<file path="config.mk">
export PLATFORM = sky130hd
export DESIGN_NAME = gate_arbiter
export DESIGN_NICKNAME = d
export VERILOG_FILES = /design/src/rtl/gate_arbiter.sv
export SDC_FILE = /design/constraint.sdc
export NUM_CORES = 1
export LEC_CHECK = 0
export CORE_ASPECT_RATIO = 2
export CORE_MARGIN = 2
export CORE_UTILIZATION = 35
export CTS_CLUSTER_SIZE = 8
export DETAILED_ROUTE_END_ITERATION = 12
export GPL_ROUTABILITY_DRIVEN = 0
export MAX_ROUTING_LAYER = met4
export PLACE_DENSITY = 0.67
export SYNTH_ARGS = -nofsm -noshare
export SYNTH_HDL_FRONTEND = slang
export SYNTH_SLANG_ARGS = --single-unit
</file>
<file path="constraint.sdc">
create_clock -name clk -period 4.8 [get_ports clk]
set_input_delay 1.2 -clock clk [delete_from_list [all_inputs] [get_ports clk]]
set_output_delay 1.2 -clock clk [all_outputs]
set_load 0.02 [all_outputs]
</file>
<file path="src/rtl/gate_arbiter.sv">
// Four-requester round-robin arbiter sharing one bitwise gate unit (AND/OR/XOR/NOT).
// Define GATE_ARB_CNT_EN to add per-requester saturating grant counters on grant_cnt.
module gate_arbiter #(
  parameter int WIDTH = 4
) (
  input  logic                 clk,
  input  logic                 rst,
  input  logic [3:0]           req,
  input  logic [7:0]           op,
  input  logic [4*WIDTH-1:0]   a,
  input  logic [4*WIDTH-1:0]   b,
  output logic [3:0]           gnt,
  output logic                 rsp_valid,
  input  logic                 rsp_ready,
  output logic [1:0]           rsp_id,
  output logic [WIDTH-1:0]     rsp_data
`ifdef GATE_ARB_CNT_EN
  ,
  output logic [31:0]          grant_cnt
`endif
);

  typedef enum logic [1:0] {IDLE, GRANT, RESP} state_t;

  state_t           state;
  logic [1:0]       ptr;
  logic [1:0]       winner;
  logic [1:0]       pick;
  logic [1:0]       idx;
  logic             pick_valid;
  logic [1:0]       op_sel;
  logic [WIDTH-1:0] a_sel;
  logic [WIDTH-1:0] b_sel;
  logic [WIDTH-1:0] gate_out;

  // Round-robin search: walk offsets high to low so the one closest to ptr wins.
  always_comb begin
    // NOTE: every combinational output gets a default first so no latch is inferred.
    pick       = '0;
    pick_valid = 1'b0;
    idx        = '0;
    for (int i = 3; i >= 0; i--) begin
      idx = ptr + 2'(i);
      if (req[idx]) begin
        pick       = idx;
        pick_valid = 1'b1;
      end
    end
  end

  // The single shared gate unit, fed from the registered winner's operand slot.
  always_comb begin
    op_sel   = op[2*winner +: 2];
    a_sel    = a[winner*WIDTH +: WIDTH];
    b_sel    = b[winner*WIDTH +: WIDTH];
    gate_out = '0;
    case (op_sel)
      2'b00: gate_out = a_sel & b_sel;
      2'b01: gate_out = a_sel | b_sel;
      2'b10: gate_out = a_sel ^ b_sel;
      2'b11: gate_out = ~a_sel;
      default: gate_out = '0;
    endcase
  end

  // NOTE: sequential state uses non-blocking assignments so every register sees pre-edge values.
  always_ff @(posedge clk or posedge rst) begin
    if (rst) begin
      state     <= IDLE;
      ptr       <= '0;
      winner    <= '0;
      gnt       <= '0;
      rsp_valid <= 1'b0;
      rsp_id    <= '0;
      rsp_data  <= '0;
    end else begin
      case (state)
        IDLE: begin
          if (pick_valid) begin
            winner <= pick;
            gnt    <= 4'b0001 << pick;
            ptr    <= pick + 2'd1;
            state  <= GRANT;
          end
        end
        GRANT: begin
          gnt       <= '0;
          rsp_valid <= 1'b1;
          rsp_id    <= winner;
          rsp_data  <= gate_out;
          state     <= RESP;
        end
        RESP: begin
          if (rsp_ready) begin
            rsp_valid <= 1'b0;
            state     <= IDLE;
          end
        end
        default: state <= IDLE;
      endcase
    end
  end

`ifdef GATE_ARB_CNT_EN
  logic [7:0] cnt [4];

  // NOTE: the counter array is small and must read 0 after reset, so it is reset explicitly.
  always_ff @(posedge clk or posedge rst) begin
    if (rst) begin
      for (int i = 0; i < 4; i++) cnt[i] <= '0;
    end else if (state == IDLE && pick_valid && cnt[pick] != 8'hFF) begin
      cnt[pick] <= cnt[pick] + 8'd1;
    end
  end

  assign grant_cnt = {cnt[3], cnt[2], cnt[1], cnt[0]};
`endif

endmodule

</file>
* Word-level counts from Yosys, hierarchy flattened
Index checks and enable logic that the tools add are counted.
** Operators by class
- Reduce and logical (&&, ||, !) cells :: 8
- $lt $le $gt $ge :: 4
- Muxes and demuxes :: 24
- Equality and inequality tests :: 7
- Add/sub/neg operators :: 4
- Shift-type cells :: 4
- Bitwise gates (word level) :: 4
** Operators by type and width (number)
- $shiftx 16x5->4 :: 2
- $pmux 4 s4 :: 1
- $lt 2x3->1 const B :: 4
- $mux 2 :: 6
- $mux 1 :: 9
- $bmux 1 s2 :: 4
- $pmux 4 s2 :: 1
- $reduce_and 2->1 :: 4
- $shiftx 8x4->2 :: 1
- $eq 2x2->1 const B :: 3
- $pmux 2 s3 :: 1
- $add 2x1->2 const B :: 2
- $add 2x2->2 const B :: 2
- $and 4x4->4 :: 1
- $eq 2x1->1 const B :: 2
- $logic_not 2->1 :: 2
- $mux 4 :: 1
- $ne 2x2->1 const B :: 2
- $not 4->4 :: 1
- $or 4x4->4 :: 1
- $reduce_bool 2->1 :: 2
- $shl 1x2->4 const A :: 1
- $xor 4x4->4 :: 1
- $pmux 1 s2 :: 1
** Word-level totals
- Input bits :: 47
- Word-level logic and storage cells :: 62
- Output and inout port bits :: 11
- Register bits after elaboration :: 17

* Logic depth before layout (Yosys ltp)
Gate-level depths: netlist of run 1.
- Word-level depth :: 10
- Depth in mapped cells :: 7
- Mapped depth without buffers :: 6

* Least setup slack after synthesis of run 1
No wires, ideal clock.
- Path kind :: input port to flip-flop
- Start point :: in a[13]
- End point :: reg rsp_data[1]
- Setup time :: 126 ps
- Stages on the path :: 6
- Required time :: 4674 ps
- Setup slack :: 2308 ps
- Buffers on the path :: 0
- Data arrival time :: 2366 ps
- Cell sequence :: mux4_2 > inv_1 > ha_1 > mux2i_1 > nor2_1 > a221o_1
** Between the ends
- Longest elaborated chain between the ends :: 3
- Elaborated cells between the ends (all ways) :: 6
** Ends and longest elaborated chain
- from (decl) :: line 10 : input logic [4*WIDTH-1:0] a,
- $shiftx 16x5->4 * :: line 54 : a_sel = a[winner*WIDTH +: WIDTH];
- $xor 4x4->4 (tied with other cells) :: line 60 : 2'b10: gate_out = a_sel ^ b_sel;
- $pmux 4 s4 * :: line 57 : case (op_sel)
- to (signal assigned) :: line 90 : rsp_data <= gate_out;
- to (decl) :: line 16 : output logic [WIDTH-1:0] rsp_data
Mark *: on every way between the ends. The rest lies on a longest branch, timed or not.
A chain may end at the register's enable or synchronous reset.

* Final worst setup path of run 1
- Start point :: in a[5]
- End point :: reg rsp_data[1]
The elaborated chain is that of the path after synthesis.

==> results of run 1 <==
-- sequential cells by signal, indices dropped and copies added (netlist names) --
register	cells
rsp_id	2
gnt	4
ptr	2
rsp_data	4
winner	2
rsp_valid	1
state	2
-- worst max-delay path: stages --
cell and delay (ns):
clkdlybuf4s50_1 0.43, mux4_2 0.50, inv_1 0.08, ha_1 0.23, mux2i_1 0.14, nor2_1 0.06, a221o_1 0.25
-- cell usage after synthesis --
cell / count
buf_6: 1
nor2b_1: 2
or2_2: 1
o211ai_1: 2
a21oi_1: 4
a31oi_1: 1
buf_4: 1
nand2b_1: 3
o22a_1: 1
a311oi_1: 1
mux2_2: 3
nor2_1: 5
mux4_2: 10
nand2_1: 4
nor3b_1: 1
ha_1: 8
clkbuf_1: 1
buf_1: 1
nand3_1: 3
dfrtp_1: 17
buf_2: 1
nor3_1: 1
and2_1: 1
or3_1: 1
a32o_1: 1
mux2i_1: 9
nor4_1: 1
o21ai_0: 5
a211o_1: 1
a21o_1: 1
a221o_1: 3
inv_1: 13
a21boi_0: 1
-- worst min path at each step --
| stage | endpoint | slack [ns] | depth (start not counted) |
|---|---|---|---|
| floorplan | rsp_valid | 0.47 | 1 |
| global placement | rsp_data[0] | 0.48 | 2 |
| detailed placement | rsp_data[0] | 0.49 | 2 |
| CTS | rsp_data[0] | 0.51 | 2 |
| global route | rsp_id[0] | 0.53 | 1 |
| finish | rsp_data[0] | 0.50 | 2 |
-- through the flow --
| stage | std cells | setup WS (ns) | power [mW] | cell area (um2) |
|---|---|---|---|---|
| 2_1_floorplan | 109 | 2.31 | 0.712 | 1220 |
| 3_3_place_gp | 193 | 1.84 | 0.875 | 1800 |
| 3_5_place_dp | 193 | 1.79 | 0.901 | 1800 |
| 4_1_cts | 197 | 2.05 | 1.01 | 1840 |
| 5_1_grt | 197 | 1.93 | 1.09 | 1840 |
| 6_report | 197 | 2.05 | 0.998 | 1840 |
-- cells in the final DEF (no fill, tap or decap) --
master and n:
a211o_1 1, nor2_1 5, nor2b_1 2, or3_1 1, a32o_1 1, a21boi_0 1
nand2b_1 3, mux2_2 3, nor3_1 1, clkbuf_1 1, or2_2 1, dfrtp_1 17
a21o_1 1, a31oi_1 1, o211ai_1 2, a221o_1 3, nand2_1 4, and2_1 1
o21ai_0 5, nand3_1 3, mux2i_1 9, ha_1 8, nor4_1 1, clkdlybuf4s50_1 57
inv_1 13, nor3b_1 1, o22a_1 1, mux4_2 10, clkbuf_8 3, a311oi_1 1
a21oi_1 4
-- cell families (layout without fill, tap and decap cells) --
kind of cell / after synthesis / after routing / share of synthesized area
compound gates: 21 / 21 / 0.121
fa+ha+maj: 8 / 8 / 0.0821
buf+inv: 18 / 74 / 0.0656
flops: 17 / 17 / 0.349
mux: 22 / 22 / 0.286
simple gates: 23 / 23 / 0.0964
-- area by class of cell --
cell class	instances	area (um2)
multi-input combinational	74	714
timing repair buffer	57	571
fill	307	1530
inverter	13	48.8
clock buffer	4	45.0
sequential	17	425
tap	32	40.0
-- routing by layer --
| layer | global-route usage | vias up | wire length, um |
|---|---|---|---|
| li1 | - | 514 | - |
| met1 | 0.227 | 507 | 1230 |
| met2 | 0.342 | 36 | 1880 |
| met3 | 0.0124 | 2 | 145 |
| met4 | 0.0390 | 0 | 14 |
| met5 | - | - | 0 |
-- power groups by stage --
stage	combinational [mW]	sequential, mW	clock [mW]
global route	0.659	0.312	0.115
global placement	0.576	0.299	0
floorplan	0.410	0.302	0
CTS	0.601	0.301	0.110
finish	0.594	0.298	0.106
detailed placement	0.600	0.302	0
==> summary.md, run 1 <==
| Metric | Value |
|---|---|
| Slew headroom | 0.544 |
| Worst Skew | about 0.0014 ns |
| Total GRT Usage | 0.191 |
| Max clock buf depth | 2 |
| Unique cell type count in the Yosys netlist | 33 |
| Worst vdd ir | between 300 and 400 uV |
| RSZ-0062 raised after global routing | false |
| CTS clk-pin slew, worst paths | 0.06 ns |
| Power per cell area | ~540 nW/um2 |
| Core area | approximately 3400 um2 |
| Worst-path maximum fanout | 3 |
| Post-synthesis sequential area ratio | 0.349 |
| Crit path capture | rsp_data[1] |
| CTS resizes | 0 |
| CTS Buf Count | 3 |
| Worst R2R Start | winner[0] |
| Critical path launch point | a[5] |
| Synthesized area per cell | between 10 and 15 um2 |
| Tcrit/Tclk final | 0.574 |
| Sequential power share | 0.299 |
| Hold Path Origin | rsp_data[0] |
| Combinational share of power | 0.595 |
| Reg-to-reg setup timing slack | roughly 2.5 ns |
| Sw power | around 0.41 mW |
| Status | completed |
| Share of layout cells above drive strength 1 | 0.103 |
| CTS tree | yes |
| Final hold slack | approximately 0.50 ns |
| Pin count of the biggest net entering global routing | 18 |
| Fmax | between 300 and 400 MHz |
| DIE WIDTH | roughly 46 um |
| Clock tree sinks | 17 |
| # DRC | 0 |
| Synthesis-to-layout area growth | 51.2% |
| Die H | 87.5 um |
| Worst hold path type | reg2reg |
| Max_cap viols | 0 |
| Final nets | approximately 220 |
| Routed len/inst | around 17 um |
| Die footprint | ~4000 um2 |
| Worst-Margin Slew | ~0.68 ns |
| Startpoint Class | primary input |
| IO Count | 58 |
| First drt pass iteration count | 4 |
| Global-route wire length before repair | about 5.5 mm |
| Vias in the first global route | between 1000 and 1500 |
| Total length of routed wires | between 3 and 4 mm |
| Max H-tree Level | 1 |
| Hold Buf Count CTS | 0 |
| Mapped Cells | 109 |
| Antenna-violating nets left | 0 |
| Final min period | 2.75 ns |
| Internal Power | between 0.5 and 0.6 mW |
| Via count | ~1100 |
| Total gr overflow | 0 |
| Final Hold Violating Endpoints | 0 |
| Clock network power share | 0.106 |
| Port Buffers | 57 |
| WP data arrival | about 2.9 ns |
| Clock latency on the worst-skew pair | 0.25 ns |
| R2R depth | 6 |
| Starting density of the core | 0.361 |
| Final slew viol count | 0 |
| Post-Syn Nets | 164 |
| Initial antenna violation count | 0 |
| Critical Path RT | 4.93 ns |
| Switching share of power | 0.406 |
| Cell Area, Synth | 1220 um2 |
| FF-to-FF End | rsp_data[1] |
| 1st-iter DRT viols | 16 |
| Final cell utilization of the core | 0.546 |
| Synth warn | 0 |
| Yosys top cell area share | 0.349 |
| Crit. End Element | flip-flop |
| Vias per inst | between 5 and 6 |
| # setup viols final | 0 |
| Cell leakage power | about 0.79 nW |
| Post-synthesis register bit count | 17 |
| Dpl hpwl | 2.76 mm |
| CP Class | in2reg |
| Core Rows | 30 |
| Antenna Cells | 0 |
| Cell taking the most area after synthesis | dfrtp_1 |
| Clock root cell | clkbuf_8 |
| Post CTS Setup Buffer Count | 0 |
| Top area cells in the synthesized netlist | dfrtp_1 (35%), mux4_2 (18%), ha_1 (8.2%) |
| Setup TNS | 0 ns |
Note: power is estimated with default switching activity, not from simulation.
==> run 2, diff against run 1 <==
==> constraint.sdc (replaced) <==
create_clock -name clk -period 2.6 [get_ports clk]
set_input_delay 0.65 -clock clk [delete_from_list [all_inputs] [get_ports clk]]
set_output_delay 0.65 -clock clk [all_outputs]
set_load 0.02 [all_outputs]
==> run 2 against run 1 <==
Register-to-register slack lost 2.2 ns. Wire length grew 0.49%. Cell count grew 0.51%. Critical path depth shrank 1. Total power grew 86%. Sequential cell count is the same. Cell area grew 0.41%. Sequential share of layout area shrank 0.094 points. Clock-buffer cell count is the same. Global-route usage shrank 0.17 points. Non-clock buffer count grew 1. Highest routed layer unchanged.
==> summary.md, run 2 (same netlist as run 1, synthesis figures left out) <==
| Metric | Value |
|---|---|
| Status | completed |
| RSZ-0062 raised after global routing | false |
| Fillcell total | 318 |
| Worst vdd ir | 469 uV |
| 1st-iter DRT viols | 25 |
| Max clock buf depth | 2 |
| Tcrit/Tclk final | 0.866 |
| Port Buffers | 57 |
| Worst-path maximum fanout | 12 |
| Synthesis-to-layout area growth | 51.8% |
| Post CTS Setup Buffer Count | 0 |
| # DRC | 0 |
| Critical Path RT | around 2.7 ns |
| Setup TNS | 0 ns |
| Core area | ~3400 um2 |
| IO Count | a little under 60 |
| CTS clk-pin slew, worst paths | roughly 0.07 ns |
| Routed len/inst | around 17 um |
| Vias per inst | roughly 5.6 |
| Crit. End Element | flip-flop |
| Worst Skew | between 0.003 and 0.004 ns |
| Crit path capture | rsp_data[3] |
| Final nets | roughly 220 |
| Total length of routed wires | between 3 and 4 mm |
| Die H | between 80 and 90 um |
| Sequential power share | 0.292 |
| Worst R2R Start | winner[0] |
| Switching share of power | 0.404 |
| Startpoint Class | flip-flop |
| Sw power | approximately 0.75 mW |
| Max_cap viols | 0 |
| Final min period | approximately 2.3 ns |
| Design area | roughly 1900 um2 |
| Slew headroom | 0.558 |
| Clock network power share | 0.106 |
| Internal Power | 1.11 mW |
| Starting density of the core | 0.361 |
| Area of the multi-input gates | a little over 700 um2 |
| Combinational share of power | 0.602 |
| Clock root cell | clkbuf_8 |
| Largest regs | gnt x4, rsp_data x4 |
| Share of layout cells above drive strength 1 | 0.108 |
| FF-to-FF End | rsp_data[3] |
| CTS tree | yes |
| CTS resizes | 0 |
| DIE WIDTH | between 40 and 50 um |
| Antenna-violating nets left | 0 |
| Max H-tree Level | 1 |
| Cell leakage power | about 0.80 nW |
| Worst hold path type | reg2reg |
| Die footprint | ~4000 um2 |
| Pin count of the biggest net entering global routing | 18 |
| Worst-Margin Slew | around 0.66 ns |
| Antenna Cells | 0 |
| CTS Buf Count | 3 |
| Reg-to-reg setup timing slack | 0.35 ns |
| Hold Buf Count CTS | 0 |
| # setup viols final | 0 |
| Power per cell area | between 1000 and 1500 nW/um2 |
| Most common cell after layout, fill and taps aside | clkdlybuf4s50_1 |
| Total gr overflow | 0 |
| Global-route wire length before repair | ~5.3 mm |
| R2R depth | 6 |
| Placed cell areas | ~1800 um2 |
| Vias in the first global route | 1219 |
| Critical path launch point | winner[0] |
| Final slew viol count | 0 |
| CP Class | reg2reg |
| FF/Latch Area | ~430 um2 |
| Clock tree sinks | 17 |
| Commonest cells after routing, fill and taps aside | clkdlybuf4s50_1 (57), dfrtp_1 (17), inv_1 (13), mux4_2 (10), mux2i_1 (9) |
| Initial antenna violation count | 0 |
| Dpl hpwl | between 2 and 3 mm |
| WP data arrival | between 2 and 2.5 ns |
| Clock latency on the worst-skew pair | between 0.2 and 0.3 ns |
| Total GRT Usage | 0.189 |
| Fmax | roughly 440 MHz |
| First drt pass iteration count | 6 |
| Core Rows | 30 |
| Via count | around 1100 |
| Final Hold Violating Endpoints | 0 |
[run 2: worst min path at each step]
stage                           start           to  slack, ns  cells after the start
after global placement    rsp_data[0]  rsp_data[0]       0.48                      2
after detailed placement  rsp_data[0]  rsp_data[0]       0.50                      2
after global routing      rsp_data[1]  rsp_data[1]       0.52                      1
final                     rsp_data[0]  rsp_data[0]       0.51                      2
after floorplan              state[1]    rsp_valid       0.47                      1
after CTS                      gnt[1]       gnt[1]       0.52                      2
[run 2: area by class of cell]
cell class	count	share of cell area
sequential	17	0.230
clock buffer	4	0.0243
tap	32	0.0216
timing repair buffer	58	0.312
multi-input combinational	74	0.386
inverter	13	0.0264
[run 2: layer usage]
metal / global-route usage / vias to the layer above / wire, um
met5: - / - / 0
met4: 0.0857 / 0 / 78
met3: 0.0311 / 6 / 170
met2: 0.324 / 49 / 1790
met1: 0.204 / 532 / 1250
li1: - / 519 / -
[run 2: critical path: stages, from the launching register on]
cell	delay, ns
dfrtp_1	0.75
mux4_2	0.62
inv_1	0.08
ha_1	0.22
mux2i_1	0.15
nor2_1	0.05
a221o_1	0.25
[run 2: power groups by stage]
stage,registers [mW],logic [mW],clock network [mW]
5_1_grt,0.564,1.23,0.210
6_report,0.542,1.12,0.197
2_1_floorplan,0.557,0.758,0
3_5_place_dp,0.546,1.12,0
4_1_cts,0.542,1.13,0.202
3_3_place_gp,0.541,1.08,0
[run 2: through the flow]
step	hold slack (ns)	power, mW	util	cells	setup slack (ns)
6_report	0.510	1.86	0.548	198	0.349
5_1_grt	0.524	2.01	0.548	198	0.169
4_1_cts	0.516	1.87	0.548	198	0.313
3_5_place_dp	0.501	1.67	0.535	194	0.118
3_3_place_gp	0.483	1.62	0.535	194	0.199
2_1_floorplan	0.469	1.31	-	109	0.650
